===== src/rtl/serial_add_ctrl.sv =====
`default_nettype none
// ============================================================================
// Module      : serial_add_ctrl
// Description : Bit-serial WIDTH-bit adder sequencer driving one full-adder
//               cell LSB-first, with registered carry feedback.
// Revision    : 1.0 - initial release
// ============================================================================
module serial_add_ctrl #(
  parameter int WIDTH = 8
) (
  input  logic             clk,
  input  logic             rst,
  input  logic             start,
  input  logic [WIDTH-1:0] a,
  input  logic [WIDTH-1:0] b,
  input  logic             cin,
  output logic             busy,
  output logic             done,
  output logic [WIDTH-1:0] sum,
  output logic             cout,
  output logic             overflow
);

  localparam int            CW     = (WIDTH <= 2) ? 1 : $clog2(WIDTH);
  localparam logic [CW-1:0] c_LAST = CW'(WIDTH - 1);

  localparam logic [1:0] c_IDLE = 2'd0;
  localparam logic [1:0] c_RUN  = 2'd1;
  localparam logic [1:0] c_DONE = 2'd2;

  logic [1:0]       r_state;
  logic [WIDTH-1:0] r_a;
  logic [WIDTH-1:0] r_b;
  logic [WIDTH-1:0] r_res;
  logic             r_carry;
  logic [CW-1:0]    r_cnt;
  logic [WIDTH-1:0] r_sum;
  logic             r_cout;
  logic             r_ovf;

  logic             w_s;
  logic             w_c;
  logic [WIDTH-1:0] w_res_next;

  // The shared full-adder cell, fed from the LSBs of the operand shift regs
  assign w_s        = r_a[0] ^ r_b[0] ^ r_carry;
  assign w_c        = (r_a[0] & r_b[0]) | (r_carry & (r_a[0] ^ r_b[0]));
  assign w_res_next = {w_s, r_res[WIDTH-1:1]};

  always_ff @(posedge clk or posedge rst) begin
    if (rst) begin
      r_state <= c_IDLE;
      r_a     <= '0;
      r_b     <= '0;
      r_res   <= '0;
      r_carry <= 1'b0;
      r_cnt   <= '0;
      r_sum   <= '0;
      r_cout  <= 1'b0;
      r_ovf   <= 1'b0;
    end else begin
      case (r_state)
        c_IDLE, c_DONE: begin
          if (start) begin
            r_state <= c_RUN;
            r_a     <= a;
            r_b     <= b;
            r_carry <= cin;
            r_cnt   <= '0;
          end else begin
            r_state <= c_IDLE;
          end
        end
        c_RUN: begin
          r_res   <= w_res_next;
          r_carry <= w_c;
          r_a     <= r_a >> 1;
          r_b     <= r_b >> 1;
          r_cnt   <= r_cnt + CW'(1);
          if (r_cnt == c_LAST) begin
            // r_carry here is the carry into the MSB
            r_state <= c_DONE;
            r_sum   <= w_res_next;
            r_cout  <= w_c;
            r_ovf   <= r_carry ^ w_c;
          end
        end
        default: r_state <= c_IDLE;
      endcase
    end
  end

  assign busy     = (r_state == c_RUN);
  assign done     = (r_state == c_DONE);
  assign sum      = r_sum;
  assign cout     = r_cout;
  assign overflow = r_ovf;

endmodule
`default_nettype wire


===== config.mk =====
export PLATFORM = sky130hd
export DESIGN_NAME = serial_add_ctrl
export DESIGN_NICKNAME = d
export VERILOG_FILES = /design/src/rtl/serial_add_ctrl.sv
export SDC_FILE = /design/constraint.sdc
export NUM_CORES = 1
export LEC_CHECK = 0
export ABC_AREA = 1
export CORE_ASPECT_RATIO = 1.1
export CORE_MARGIN = 2
export CORE_UTILIZATION = 30
export CTS_CLUSTER_DIAMETER = 150
export DETAILED_ROUTE_END_ITERATION = 8
export PLACE_DENSITY = 0.48
export SLEW_MARGIN = 25
export SYNTH_ARGS = -nofsm -noshare
export SYNTH_HDL_FRONTEND = slang
export SYNTH_SLANG_ARGS = --single-unit

===== constraint.sdc =====
create_clock -name clk -period 4.2 [get_ports clk]
set_clock_uncertainty 0.15 [all_clocks]
set_input_delay 0.63 -clock clk [delete_from_list [all_inputs] [get_ports clk]]
set_output_delay 0.63 -clock clk [all_outputs]
set_load 0.03 [all_outputs]

==> impl_metrics.toml, run 1 <==
[sta]
whs_ns = 0.319
max-slew-margin-rel_pct = 58.1
slew_violations = 0
rsz0062_at_grt = "false"
worstMarginPinSlew_ns = 0.628
post-route-min-period_ns = 2.81
period_share_pct = 66.9
setup_viol = 0
fin_setup_tns_ns = 0
finalHoldViolations = 0
max_clock_freq_mhz = 356

[drt]
avgRoutedWirePerCell_um = 10.9
via_count = 1450
dr.pass1.iters = 4
drc = 0
wirelength_mm = 3.66
routed_via_density = 4.30
ant_nets = 0
drtIter0Drc = 65

[job]
drv_cap = 0

[synth]
synth_top_cell_area_share_pct = 52.3
ys_warn_count = 0
yosysMostFrequentCell = "nand2_1"
yosys.area.top_type = "dfrtp_1"
async_flop_share_pct = 100
syn_nets = 249
netlist_top_cells_area = "dfrtp_1 52%, nand2_1 15%, inv_1 8.1%, nand3_1 8.1%, o21ai_2 3.8%"
syn_inst = 226
ys_seq_area_share_pct = 52.3
synth_edf_count = 0
synth_common_cells = "74 x nand2_1, 40 x inv_1, 39 x dfrtp_1, 30 x nand3_1, 10 x o21ai_0"
syn_area_um2 = 1860
synthFlopType = "dfrtp_1"
synth.distinct_cells = 20
postSynthAreaPerCell_um2 = 8.25
ys_seq_elements = 39

[cells_and_area]
antenna_cells = 0
nets = 279
fin_util_pct = 38.5
fillCellCount = 663
drive_gt1_share_pct = 9.73
area_growth_pct = 25.5

[critical_path]
critPathKind = "reg -> out"
reg2reg_slack_ns = 2.00
rr_endpoint = "r_a[3]$_DFFE_PP0P_"
worst-endpoint-arrival_ns = 2.03
path_max_fanout = 18
r2r-start = "r_state[0]$_DFFE_PP0P_"
worstSetupStartpointType = "flop"
worstPathRequired_ns = 3.42
r2r_cells = 5
end_kind = "output pin"

[worst_hold_path]
min_delay_path_depth = 2
hp-start = "r_res[1]$_DFFE_PP0P_"
min_to = "sum[0]$_DFFE_PP0P_"
hold_path.class = "reg -> reg"

[floorplan]
start_util_pct = 30.7
die_height_um = 86.7
dieArea_um2 = 6860
ios = 32
dieWidth_um = 79.2
core_um2 = 6080
row_count = 30

[power_and_ir_drop]
ir_worst_vdd_uv = 260
p_per_area_nw_per_um2 = 773
leakage_nw = 1.22

[placement]
dp_hpwl_mm = 2.34
gp_congestion = 0.719
port_buffers = 31

[clocking]
cts_tree = "built"
cts_hold_buffers = 0
cts_buffers = 5
post_cts_buffers = 0
numClockSinks = 39
clk_pin_slew_ns = 0.08
htreeDepth = 2
clockRootBuffer = "clkbuf_8"
clk_path_buf_depth = 2
cts_resized = 0
clkLatencyLatePin_ns = 0.29

[grt]
grt_pass1_wl_mm = 6.74
grt_usage_pct = 12.5
gr-total-overflow = 0
grt_pass1_vias = 1477
antenna_found_initial = 0
grt_max_degree = 40

[outcome]
status = "finished, final reports clean"
-- stage by stage --
stage                     instance area [µm²]  total power [mW]  setup slack (ns)  cells
after CTS                                2340              1.84              1.37    337
after global placement                   2220              1.49              1.73    329
final                                    2340              1.81              1.39    337
after detailed placement                 2220              1.51              1.70    329
after floorplan                          1860              1.30              2.30    226
after global routing                     2340              2.00              1.26    337
-- metal layers --
metal	up-vias	part of all wire, %	global-route usage [%]
li1	742	-	-
met1	669	49	14.9
met2	33	45	21.6
met3	6	4.3	3.54
met4	0	1.4	4.23
met5	-	0	0
-- worst max-delay path by stage --
stage | startpoint | endpoint | slack, ns
finish | r_state[0]$_DFFE_PP0P_ | busy | 1.39
global route | r_state[0]$_DFFE_PP0P_ | busy | 1.26
CTS | r_state[0]$_DFFE_PP0P_ | busy | 1.37
detailed placement | r_state[0]$_DFFE_PP0P_ | busy | 1.70
global placement | r_state[0]$_DFFE_PP0P_ | busy | 1.73
floorplan | r_state[0]$_DFFE_PP0P_ | done | 2.30
-- flip-flops by register name, indices dropped and copies added (netlist names) --
signal,count
cout,1
overflow,1
r_a,8
r_b,8
r_carry,1
r_cnt,3
r_res,7
r_state,2
sum,8
-- cell type report --
class,count,area [µm²],area share (%)
sequential,39,976,41.7
multi-input combinational,135,664,28.4
timing repair buffer,32,318,13.6
inverter,43,164,7.01
tap,80,100,4.28
clock buffer,6,82.6,3.53
clock inverter,2,35.0,1.50
-- worst max-delay path: stages (launching register included) --
cell	delay, ns
dfrtp_1	0.75
inv_2	0.12
nor2_4	0.18
clkdlybuf4s50_1	0.69
-- cell usage in the layout, fill, tap and decap left out, types with 3 or more instances in the layout --
| cell type | Yosys | layout |
|---|---|---|
| clkbuf_8 | 0 | 6 |
| inv_1 | 40 | 40 |
| nand2_1 | 74 | 74 |
| o21ai_0 | 10 | 10 |
| dfrtp_1 | 39 | 39 |
| o21ai_2 | 8 | 8 |
| nor2_1 | 3 | 3 |
| clkdlybuf4s50_1 | 0 | 31 |
| nand3_1 | 30 | 30 |
-- where the power goes --
part	internal [mW]	switching (mW)
clock	0.192	0.135
combinational	0.309	0.505
sequential	0.552	0.116
total	1.05	0.756
-- cells by family (layout without fill, tap and decap cells) --
logic type	after synthesis	in the layout	share of synthesized area, %
compound gates	19	19	6.71
simple gates	112	112	26.0
xor+xnor	1	1	0.470
fa+ha+maj	3	3	2.42
buf+inv	52	83	12.0
flops	39	39	52.3
No activity file was read; power rests on OpenSTA's default activity.
==> run 2: changes to the inputs <==
PLACE_DENSITY = 0.5   (was 0.48)
clock period = 2.4 ns   (was 4.2 ns; I/O delays follow)
==> run 2 against run 1 <==
Cell count rose by 0.59%; via count fell by 1.7%; global-route usage decreased by 0.26 points; die area stayed put; worst setup slack got worse by 1.2 ns; critical path type unchanged; combinational power rose by 83%; sequential share of layout area is 0.38 points higher; register-to-register slack worse by 1.2 ns; design area down 0.91%.
==> impl_metrics.toml, run 2 (synthesis gave the netlist of run 1 again) <==
[critical_path]
cp_top_family = "buffers and inverters"
worst-endpoint-arrival_ns = 1.68
crit_buf_inv = 2
r2r-start = "r_state[1]$_DFFE_PP0P_"
end_kind = "output pin"
worstSetupStartpointType = "flop"
worstPathRequired_ns = 1.89
path_max_fanout = 17
crit_chain = "inv_2, nor2_1, clkdlybuf4s50_1"
cp_slowest_cell = "clkdlybuf4s50_1"
critPathKind = "reg -> out"
slowest_delay_ns = 0.71
crit_path_start = "r_state[1]$_DFFE_PP0P_"

[placement]
dp.cells = 331
gp_congestion = 0.745
port_buffers = 31
place_area_um2 = 2240
dp_hpwl_mm = 2.43

[clocking]
cts_resized = 0
cts_tree = "built"
htreeDepth = 2
clockRootBuffer = "clkbuf_8"
clk_path_buf_depth = 2
clk_pin_slew_ns = 0.07
clkLatencyLatePin_ns = 0.28
numClockSinks = 39
cts_buffers = 5
post_cts_buffers = 0
cts_hold_buffers = 0

[cells_and_area]
fin_util_pct = 38.1
drive_gt1_share_pct = 9.65
area_growth_pct = 24.4
final_cells = 339
final_cell_mix = "74 x nand2_1, 40 x inv_1, 39 x dfrtp_1, 31 x clkdlybuf4s50_1, 30 x nand3_1"
nets = 281
layout_commonest_cell = "nand2_1"
antenna_cells = 0
final_area_um2 = 2320

[power_and_ir_drop]
leakage_nw = 1.21
ir_worst_vdd_uv = 476
p_per_area_nw_per_um2 = 1310
power_mw = 3.04

[sta]
worstMarginPinSlew_ns = 0.502
fin_setup_tns_ns = 0
period_share_pct = 91.1
max-slew-margin-rel_pct = 66.6
slew_violations = 0
rsz0062_at_grt = "false"
post-route-min-period_ns = 2.19
setup_viol = 0
max_clock_freq_mhz = 457
finalHoldViolations = 0

[drt]
via_count = 1426
dr.pass1.iters = 4
drtIter0Drc = 70
drc = 0
avgRoutedWirePerCell_um = 10.9
wirelength_mm = 3.69
ant_nets = 0
routed_via_density = 4.21

[grt]
grt_pass1_wl_mm = 6.45
grt_usage_pct = 12.2
gr-total-overflow = 0
grt_max_degree = 40
antenna_found_initial = 0
grt_pass1_vias = 1383

[floorplan]
dieArea_um2 = 6860
die_height_um = 86.7
row_count = 30
dieWidth_um = 79.2
core_um2 = 6080
ios = 32
start_util_pct = 30.7

[job]
drv_cap = 0

[worst_hold_path]
hp-start = "sum[3]$_DFFE_PP0P_"
hold_path.class = "reg -> reg"

[outcome]
status = "finished, final reports clean"
-- run 2: final cells by class --
cell class,count,area [µm²]
fillers,663,3760
flip-flops and latches,39,976
multi-input cells,135,664
repair buffers,34,333
inverters,43,164
well taps,80,100
clock buffers,7,76.3
clock inverters,1,5.00
-- run 2: worst paths after layout --
path / end / slack [ns] / cells past startpoint
setup reg to reg: sum[0]$_DFFE_PP0P_ / 0.79 / 6
hold reg to reg: sum[3]$_DFFE_PP0P_ / 0.33 / 2
min in group asynchronous: r_res[6]$_DFFE_PP0P_ / 0.34 / 3
setup / recovery: done / 0.21 / 3
hold / removal: sum[3]$_DFFE_PP0P_ / 0.33 / 2
max in group asynchronous: r_state[1]$_DFFE_PP0P_ / 1.41 / 3
-- run 2: through the flow --
stage | worst slack, ns | hold slack [ns]
after floorplan | 0.769 | 0.292
after global placement | 0.498 | 0.310
after detailed placement | 0.523 | 0.315
after CTS | 0.190 | 0.334
after global routing | 0.123 | 0.357
final | 0.214 | 0.331
-- run 2: tightest hold or removal path, cell delays in order, from the launching register on --
cell     delay [ns]
dfrtp_1        0.34
nand2_1        0.06
o21ai_2        0.05
-- run 2: report_power, final --
group,switching (mW),internal [mW]
clock,0.215,0.204
sequential,0.163,0.967
combinational,0.926,0.561
-- run 2: routing by layer --
metal	up-vias	routed length (µm)	global-route usage [%]
met3	4	163	3.85
li1	746	-	-
met2	31	1730	20.0
met1	645	1750	15.2
met5	-	0	0
met4	0	39	4.70
==> run 3: changes to the inputs <==
CORE_UTILIZATION = 47   (was 30)
PLACE_DENSITY = 0.73   (was 0.5)
==> run 3 against run 2 <==
First-iteration DRC count grew 16%; critical path type unchanged; cell count shrank 8.3%; worst setup slack lost 0.023 ns; hold slack lost 0.0093 ns; largest cell class unchanged; via count grew 0.63%; fmax shrank 1.0%; largest power group unchanged.
==> impl_metrics.toml, run 3 (synthesis gave the netlist of run 1 again) <==
[sta]
whs_ns = 0.322
period_share_pct = 92.0
finalHoldViolations = 0
fin_setup_tns_ns = 0
post-route-min-period_ns = 2.21
setup_viol = 0
worstMarginPinSlew_ns = 0.490
rsz0062_at_grt = "false"
max-slew-margin-rel_pct = 67.3
max_clock_freq_mhz = 453
slew_violations = 0

[power_and_ir_drop]
combPwrFrac_pct = 45.4
p_switching_mw = 1.31
leakage_nw = 1.23
p_per_area_nw_per_um2 = 1400
ir_worst_vdd_uv = 682
p_seq_share_pct = 34.7
intPower_mw = 1.95
switching_share_pct = 40.3
p_clk_share_pct = 19.8

[drt]
drtIter0Drc = 81
wirelength_mm = 3.31
routed_via_density = 4.61
via_count = 1435
dr.pass1.iters = 5
ant_nets = 0
avgRoutedWirePerCell_um = 10.6
drc = 0

[critical_path]
path_max_fanout = 17
cp_slowest_cell = "clkdlybuf4s50_1"
worstPathRequired_ns = 1.89
r2r_cells = 6
end_kind = "output pin"
crit_chain = "inv_2, nor2_1, clkdlybuf4s50_1"
cp_top_family = "buffers and inverters"
rr_endpoint = "r_a[3]$_DFFE_PP0P_"
reg2reg_slack_ns = 0.74
worst-endpoint-arrival_ns = 1.70
r2r-start = "r_state[1]$_DFFE_PP0P_"
critPathKind = "reg -> out"
worstSetupStartpointType = "flop"
slowest_delay_ns = 0.70
crit_buf_inv = 2

[grt]
grt_pass1_vias = 1295
gr-total-overflow = 0
grt_pass1_wl_mm = 5.79
grt_max_degree = 40
antenna_found_initial = 0
grt_usage_pct = 17.0

[worst_hold_path]
min_to = "sum[0]$_DFFE_PP0P_"
hold_path.class = "reg -> reg"
min_delay_path_depth = 2
hp-start = "r_res[1]$_DFFE_PP0P_"

[cells_and_area]
fillCellCount = 339
final_cell_mix = "74 x nand2_1, 40 x inv_1, 39 x dfrtp_1, 31 x clkdlybuf4s50_1, 30 x nand3_1"
drive_gt1_share_pct = 10.0
fin_util_pct = 60.3
final_area_um2 = 2330
layout_commonest_cell = "nand2_1"
multiInputGateArea_um2 = 664
nets = 281
area_growth_pct = 25.2
antenna_cells = 0
layout.area.seq_um2 = 976

[clocking]
cts_resized = 0
post_cts_buffers = 0
clockRootBuffer = "clkbuf_8"
numClockSinks = 39
clk_path_buf_depth = 2
cts_buffers = 5
cts_hold_buffers = 0
htreeDepth = 2
cts_tree = "built"
clkLatencyLatePin_ns = 0.30
clk_pin_slew_ns = 0.08

[job]
drv_cap = 0

[outcome]
status = "finished, final reports clean"

[floorplan]
core_um2 = 3870
start_util_pct = 48.1
ios = 32
row_count = 24
dieWidth_um = 64.1
dieArea_um2 = 4490
die_height_um = 70.1

[placement]
gp_congestion = 0.813
port_buffers = 31
dp_hpwl_mm = 2.22
place_area_um2 = 2200
-- run 3: cell types whose count changed in the layout (fill, tap and decap cells not counted) --
cell       before  now
clkbuf_1        2    1
clkinv_2        1    0
bufinv_16       0    2
-- run 3: how the worst max path moves through the flow --
stage	from	to	slack [ns]	cells after the start
2_1_floorplan	r_state[0]$_DFFE_PP0P_	done	0.77	3
3_3_place_gp	r_state[1]$_DFFE_PP0P_	done	0.52	3
3_5_place_dp	r_state[1]$_DFFE_PP0P_	done	0.53	3
4_1_cts	r_state[1]$_DFFE_PP0P_	done	0.19	3
5_1_grt	r_state[1]$_DFFE_PP0P_	done	0.15	3
6_report	r_state[1]$_DFFE_PP0P_	done	0.19	3
-- run 3: layout make-up --
class	count	area share (%)
sequential	39	41.8
inverter	43	7.02
clock buffer	6	3.11
multi-input combinational	135	28.5
clock inverter	2	2.57
tap	52	2.79
timing repair buffer	34	14.3
-- run 3: stage by stage --
| step | instances | power [mW] | worst slack (ns) |
|---|---|---|---|
| detailed placement | 303 | 2.64 | 0.529 |
| global placement | 303 | 2.61 | 0.517 |
| finish | 311 | 3.26 | 0.191 |
| floorplan | 226 | 2.27 | 0.769 |
| global route | 311 | 3.53 | 0.152 |
| CTS | 311 | 3.30 | 0.192 |
-- run 3: tightest hold or removal path, stage by stage, from the launching register on --
cell,delay (ns)
dfrtp_1,0.35
nand2_1,0.05
nand2_1,0.04
-- run 3: power groups by stage --
stage	sequential [mW]	combinational, mW	clock, mW
after floorplan	1.24	1.03	0
after global placement	1.13	1.47	0
after detailed placement	1.14	1.50	0
after CTS	1.13	1.50	0.662
after global routing	1.17	1.67	0.685
final	1.13	1.48	0.646
-- run 3: layer usage --
metal | track usage, % | part of all wire [%] | up-vias
met5 | 0 | 0 | -
met4 | 10.9 | 2.8 | 0
met3 | 4.35 | 4.1 | 9
met2 | 24.8 | 44 | 34
met1 | 22.5 | 49 | 646
li1 | - | - | 746
==> RTL change 1, RTL diff (flow settings as in run 2) <==
Add an input register stage for `start`, `a`, `b` and `cin`, with the module's reset; this delays them by one clock.
--- a/src/rtl/serial_add_ctrl.sv
+++ b/src/rtl/serial_add_ctrl.sv
@@ -28,4 +28,23 @@
   localparam logic [1:0] c_RUN  = 2'd1;
   localparam logic [1:0] c_DONE = 2'd2;
+
+  logic start_q;
+  logic [WIDTH-1:0] a_q;
+  logic [WIDTH-1:0] b_q;
+  logic cin_q;
+
+  always_ff @(posedge clk or posedge rst) begin
+    if (rst) begin
+      start_q <= '0;
+      a_q     <= '0;
+      b_q     <= '0;
+      cin_q   <= '0;
+    end else begin
+      start_q <= start;
+      a_q     <= a;
+      b_q     <= b;
+      cin_q   <= cin;
+    end
+  end
 
   logic [1:0]       r_state;
@@ -62,9 +81,9 @@
       case (r_state)
         c_IDLE, c_DONE: begin
-          if (start) begin
+          if (start_q) begin
             r_state <= c_RUN;
-            r_a     <= a;
-            r_b     <= b;
-            r_carry <= cin;
+            r_a     <= a_q;
+            r_b     <= b_q;
+            r_carry <= cin_q;
             r_cnt   <= '0;
           end else begin
Formal check against the unedited RTL: not equivalent (a bounded check fails within 4 cycles, from zero or initial values and one cycle with rst high).
==> RTL change 1 against run 2 <==
  * Utilization up 1.0 points
  * Setup slack worse by 0.0072 ns
  * Routed wire length is 15% higher
  * Sequential cell count is 18 higher
  * Synthesized cell count rose by 8.0%
  * Total power rose by 24%
  * Final area rose by 26%
  * Non-clock buffer count increased by 2
  * First-iteration DRC count grew 49%
  * Largest cell class unchanged
  * Count of clock-buffer cells in the layout rose by 6
  * Clock power increased by 88%
  * Worst hold slack worse by 0.12 ns
  * Synthesized area increased by 25%
==> RTL change 1: results <==
group,metric,value,unit
timing,setup_slack,0.207,ns
routing,drt_iter0_markers,104,
logic_synthesis,synth_fp_nets,267,
placed_design,port_buffers,31,
cts,clkTransAtPathRegs,0.06,ns
status,status,"finished, final reports clean",
critical_path,r2r_setup_slack,0.61,ns
routing,wl_per_cell,10.8,um
pwr,clkPwrFrac,20.9,%
critical_path,ff2ff_path_depth,7,
finish,n_antenna_cell,0,
cts,htree_levels,3,
grt,grt_pass1_wl,7120,um
logic_synthesis,synth_area_leaders,"dfrtp_1 (61%), nand2_1 (12%), inv_1 (6.4%)",
logic_synthesis,ys.flop_type,"dfrtp_1",
logic_synthesis,synth_xor_area_share,0.376,%
critical_path,crit_path_end,"busy",
cts,ctsRootBufferMaster,"clkbuf_8",
grt,grt_use_total,11.4,%
pwr,p_leak,1.48,nW
placed_design,dp_slack,0.550,ns
grt,antenna_found_initial,0,
routing,dr.pass1.iters,4,
logic_synthesis,seq_area_frac_synth,61.3,%
logic_synthesis,synth_compound_area_share,5.37,%
min_path,hold_path_class,"primary input to async pin",
pwr,ir_drop,395,uV
logic_synthesis,synth_cell_type_count,19,
logic_synthesis,synth_cells,244,
pwr,p_per_area,1290,nW/um2
critical_path,reg2reg_to,"r_carry",
critical_path,critPathKind,"register to primary output",
grt,grt_pass1_vias,1480,
critical_path,path_max_fanout,5,
timing,worst_pin_slew,0.458,ns
finish,post_route_cells_drive_above_1_share,12.5,%
placed_design,dp_cells,376,
pwr,p_seq,0.00146,W
critical_path,slowest_delay,0.72,ns
cts,numCtsBuffers,9,
routing,via_per_inst,4.03,
pwr,p_sw_share,39.4,%
placed_design,gp_congestion,0.688,
placed_design,dp_hpwl,2670,um
finish,nFillCells,763,
grt,grt_max_degree,33,
cts,worstSkewPairLatency,0.33,ns
finish,fin_nets,305,
logic_synthesis,synthAdderAreaFrac,1.93,%
finish,instances_no_fill,392,
logic_synthesis,async_flop_share,100,%
logic_synthesis,synthTopCellsByCount,"nand2_1 (74), dfrtp_1 (57), inv_1 (40), nand3_1 (30), o21ai_0 (10)",
## RTL change 1: changes by cell type in the layout (fill, tap and decap cells not counted), sizes merged
| cell | run 2 | this run |
|---|---|---|
| dfrtp | 39 | 57 |
| clkinv | 1 | 3 |
| buf | 3 | 5 |
| clkbuf | 7 | 13 |
## RTL change 1: cells by family after synthesis
| logic type | count (synthesis) |
|---|---|
| buffers and inverters | 52 |
| AO/OA/AOI/OAI | 19 |
| AND/OR/NAND/NOR | 112 |
| flip-flops | 57 |
| XOR/XNOR | 1 |
| adder cells (fa/ha/maj) | 3 |
## RTL change 1: stage by stage
step	hold WS (ns)	area, um2	utilization, %
final	0.208	2930	39.2
after global routing	0.237	2930	39.2
after CTS	0.221	2930	39.2
after detailed placement	0.302	2750	36.8
after global placement	0.300	2750	36.8
after floorplan	0.241	2330	-
## RTL change 1: routing by layer
layer,global-route usage [%],vias up,share of wire (%)
li1,-,818,-
met1,14.6,723,50
met2,17.1,30,44
met3,3.82,7,3.8
met4,6.15,0,1.8
met5,0,-,0
## RTL change 1: layout make-up
cell class / count / share of cell area, %
clock buffers: 13 / 5.43
clock inverters: 3 / 0.513
inverters: 43 / 5.68
multi-input cells: 135 / 22.9
flip-flops and latches: 57 / 48.7
well taps: 105 / 4.49
repair buffers: 36 / 12.3
## RTL change 1: worst max-delay path, delay by kind of cell (launching register included)
| kind | cells | cell delay, ns |
|---|---|---|
| simple gates | 1 | 0.21 |
| flops | 1 | 0.42 |
| buf+inv | 1 | 0.72 |
## RTL change 1: worst min-delay path by stage
stage	from	to	cells past startpoint
2_1_floorplan	a[0]	a_q[0]	0
3_3_place_gp	a_q[7]	r_a[7]	2
3_5_place_dp	a_q[7]	r_a[7]	2
4_1_cts	rst	sum[2]	2
5_1_grt	rst	sum[2]	2
6_report	rst	sum[2]	2
==> RTL change 2, RTL diff (config.mk and constraints of run 2) <==
Made on the original files. `WIDTH`: 8 -> 16.
--- a/src/rtl/serial_add_ctrl.sv
+++ b/src/rtl/serial_add_ctrl.sv
@@ -7,5 +7,5 @@
 // ============================================================================
 module serial_add_ctrl #(
-  parameter int WIDTH = 8
+  parameter int WIDTH = 16
 ) (
   input  logic             clk,
Ports: changed (resized a, b and sum); port bits go from 32 to 56. The function was not compared with the original's and may differ.
==> RTL change 2 against run 2 <==
  * Register-to-register slack worse by 0.22 ns
  * Largest cell class unchanged
  * Synthesized area up 70%
  * Routed wire length up 75%
  * Setup slack better by 0.061 ns
  * Non-clock buffer count up 26
  * Total power up 82%
  * Sequential power up 84%
  * Sequential cell count up 33
  * Final area up 82%
  * First-iteration DRC count unchanged
==> RTL change 2: results <==
group,metric,value,unit
grt,grt_use_total,12.8,%
placed_design,place_area,3890,um2
grt,use_met3,2.57,%
logic_synthesis,synth_area_leaders,"dfrtp_1 (57%), nand2_1 (32%), inv_1 (4.1%)",
pwr,p_comb_share,35.5,%
logic_synthesis,syn_area_per_cell,7.67,um2
grt,grt_use_met2,20.2,%
pwr,p_leak,2.27,nW
routing,met1_length,3040,um
cts,worstSkewPairLatency,0.33,ns
critical_path,crit_start,"r_state[0]",
placed_design,dp_hpwl,4190,um
pwr,p_total,0.00554,W
cts,ctsRootBufferMaster,"clkbuf_16",
critical_path,ff2ff_path_depth,5,
logic_synthesis,synth_cell_type_count,18,
placed_design,gp_congestion,0.730,
logic_synthesis,seq_area_frac_synth,56.9,%
timing,worst_hold_slack,0.246,ns
grt,grt_pass1_wl,11600,um
logic_synthesis,synth_fp_nets,451,
placed_design,dp_cells,602,
finish,fin_nets,508,
pwr,p_sw,0.00205,W
routing,vias,2524,
routing,met3RoutedLength,321,um
grt,use_met1,17.0,%
placed_design,port_buffers,55,
pwr,power.group.top,"sequential cells",
pwr,powerClk,0.00149,W
pwr,ir_drop,468,uV
timing,slew_headroom,59.1,%
critical_path,path_max_fanout,4,
cts,numCtsBuffers,9,
status,status,"finished, final reports clean",
routing,wl_per_cell,10.4,um
placed_design,dp_slack,0.465,ns
-- RTL change 2: cell types whose count changed in the layout (fill, tap and decap cells not counted), sizes merged, moves of 2 or more --
cell,run 2,this run
clkbuf,7,12
clkinvlp,0,2
bufinv,0,2
buf,3,5
nand2,78,273
o21ai,18,1
nand3,30,4
clkdlybuf4s50,31,55
inv,43,38
dfrtp,39,72
-- RTL change 2: worst max-delay path: stages, from the launching register on --
cell             delay (ns)
dfrtp_1                0.43
nor2_1                 0.17
clkdlybuf4s50_1        0.69
-- RTL change 2: cell families (layout without fill, tap and decap cells) --
| kind of cell | Yosys count | count (layout) | synth area share (%) |
|---|---|---|---|
| AO/OA/AOI/OAI | 2 | 2 | 0.316 |
| XOR/XNOR | 1 | 1 | 0.277 |
| adder cells (fa/ha/maj) | 2 | 2 | 1.03 |
| buffers and inverters | 52 | 114 | 7.03 |
| flip-flops | 72 | 72 | 56.9 |
| AND/OR/NAND/NOR | 284 | 284 | 34.5 |
-- RTL change 2: how the worst max path moves through the flow --
stage | slack [ns] | to | cells after the start
6_report | 0.27 | done | 2
5_1_grt | 0.21 | done | 2
4_1_cts | 0.26 | done | 2
3_5_place_dp | 0.47 | r_a[7] | 6
3_3_place_gp | 0.47 | r_b[0] | 6
2_1_floorplan | 0.07 | cout | 1
-- RTL change 2: final cells by class --
| class | instances | area, um2 | area share [%] |
|---|---|---|---|
| Clock buffer | 12 | 267 | 6.30 |
| Clock inverter | 4 | 75.1 | 1.78 |
| Inverter | 38 | 143 | 3.37 |
| Multi-Input combinational cell | 289 | 1150 | 27.2 |
| Sequential cell | 72 | 1800 | 42.6 |
| Tap cell | 143 | 179 | 4.23 |
| Timing Repair Buffer | 60 | 613 | 14.5 |
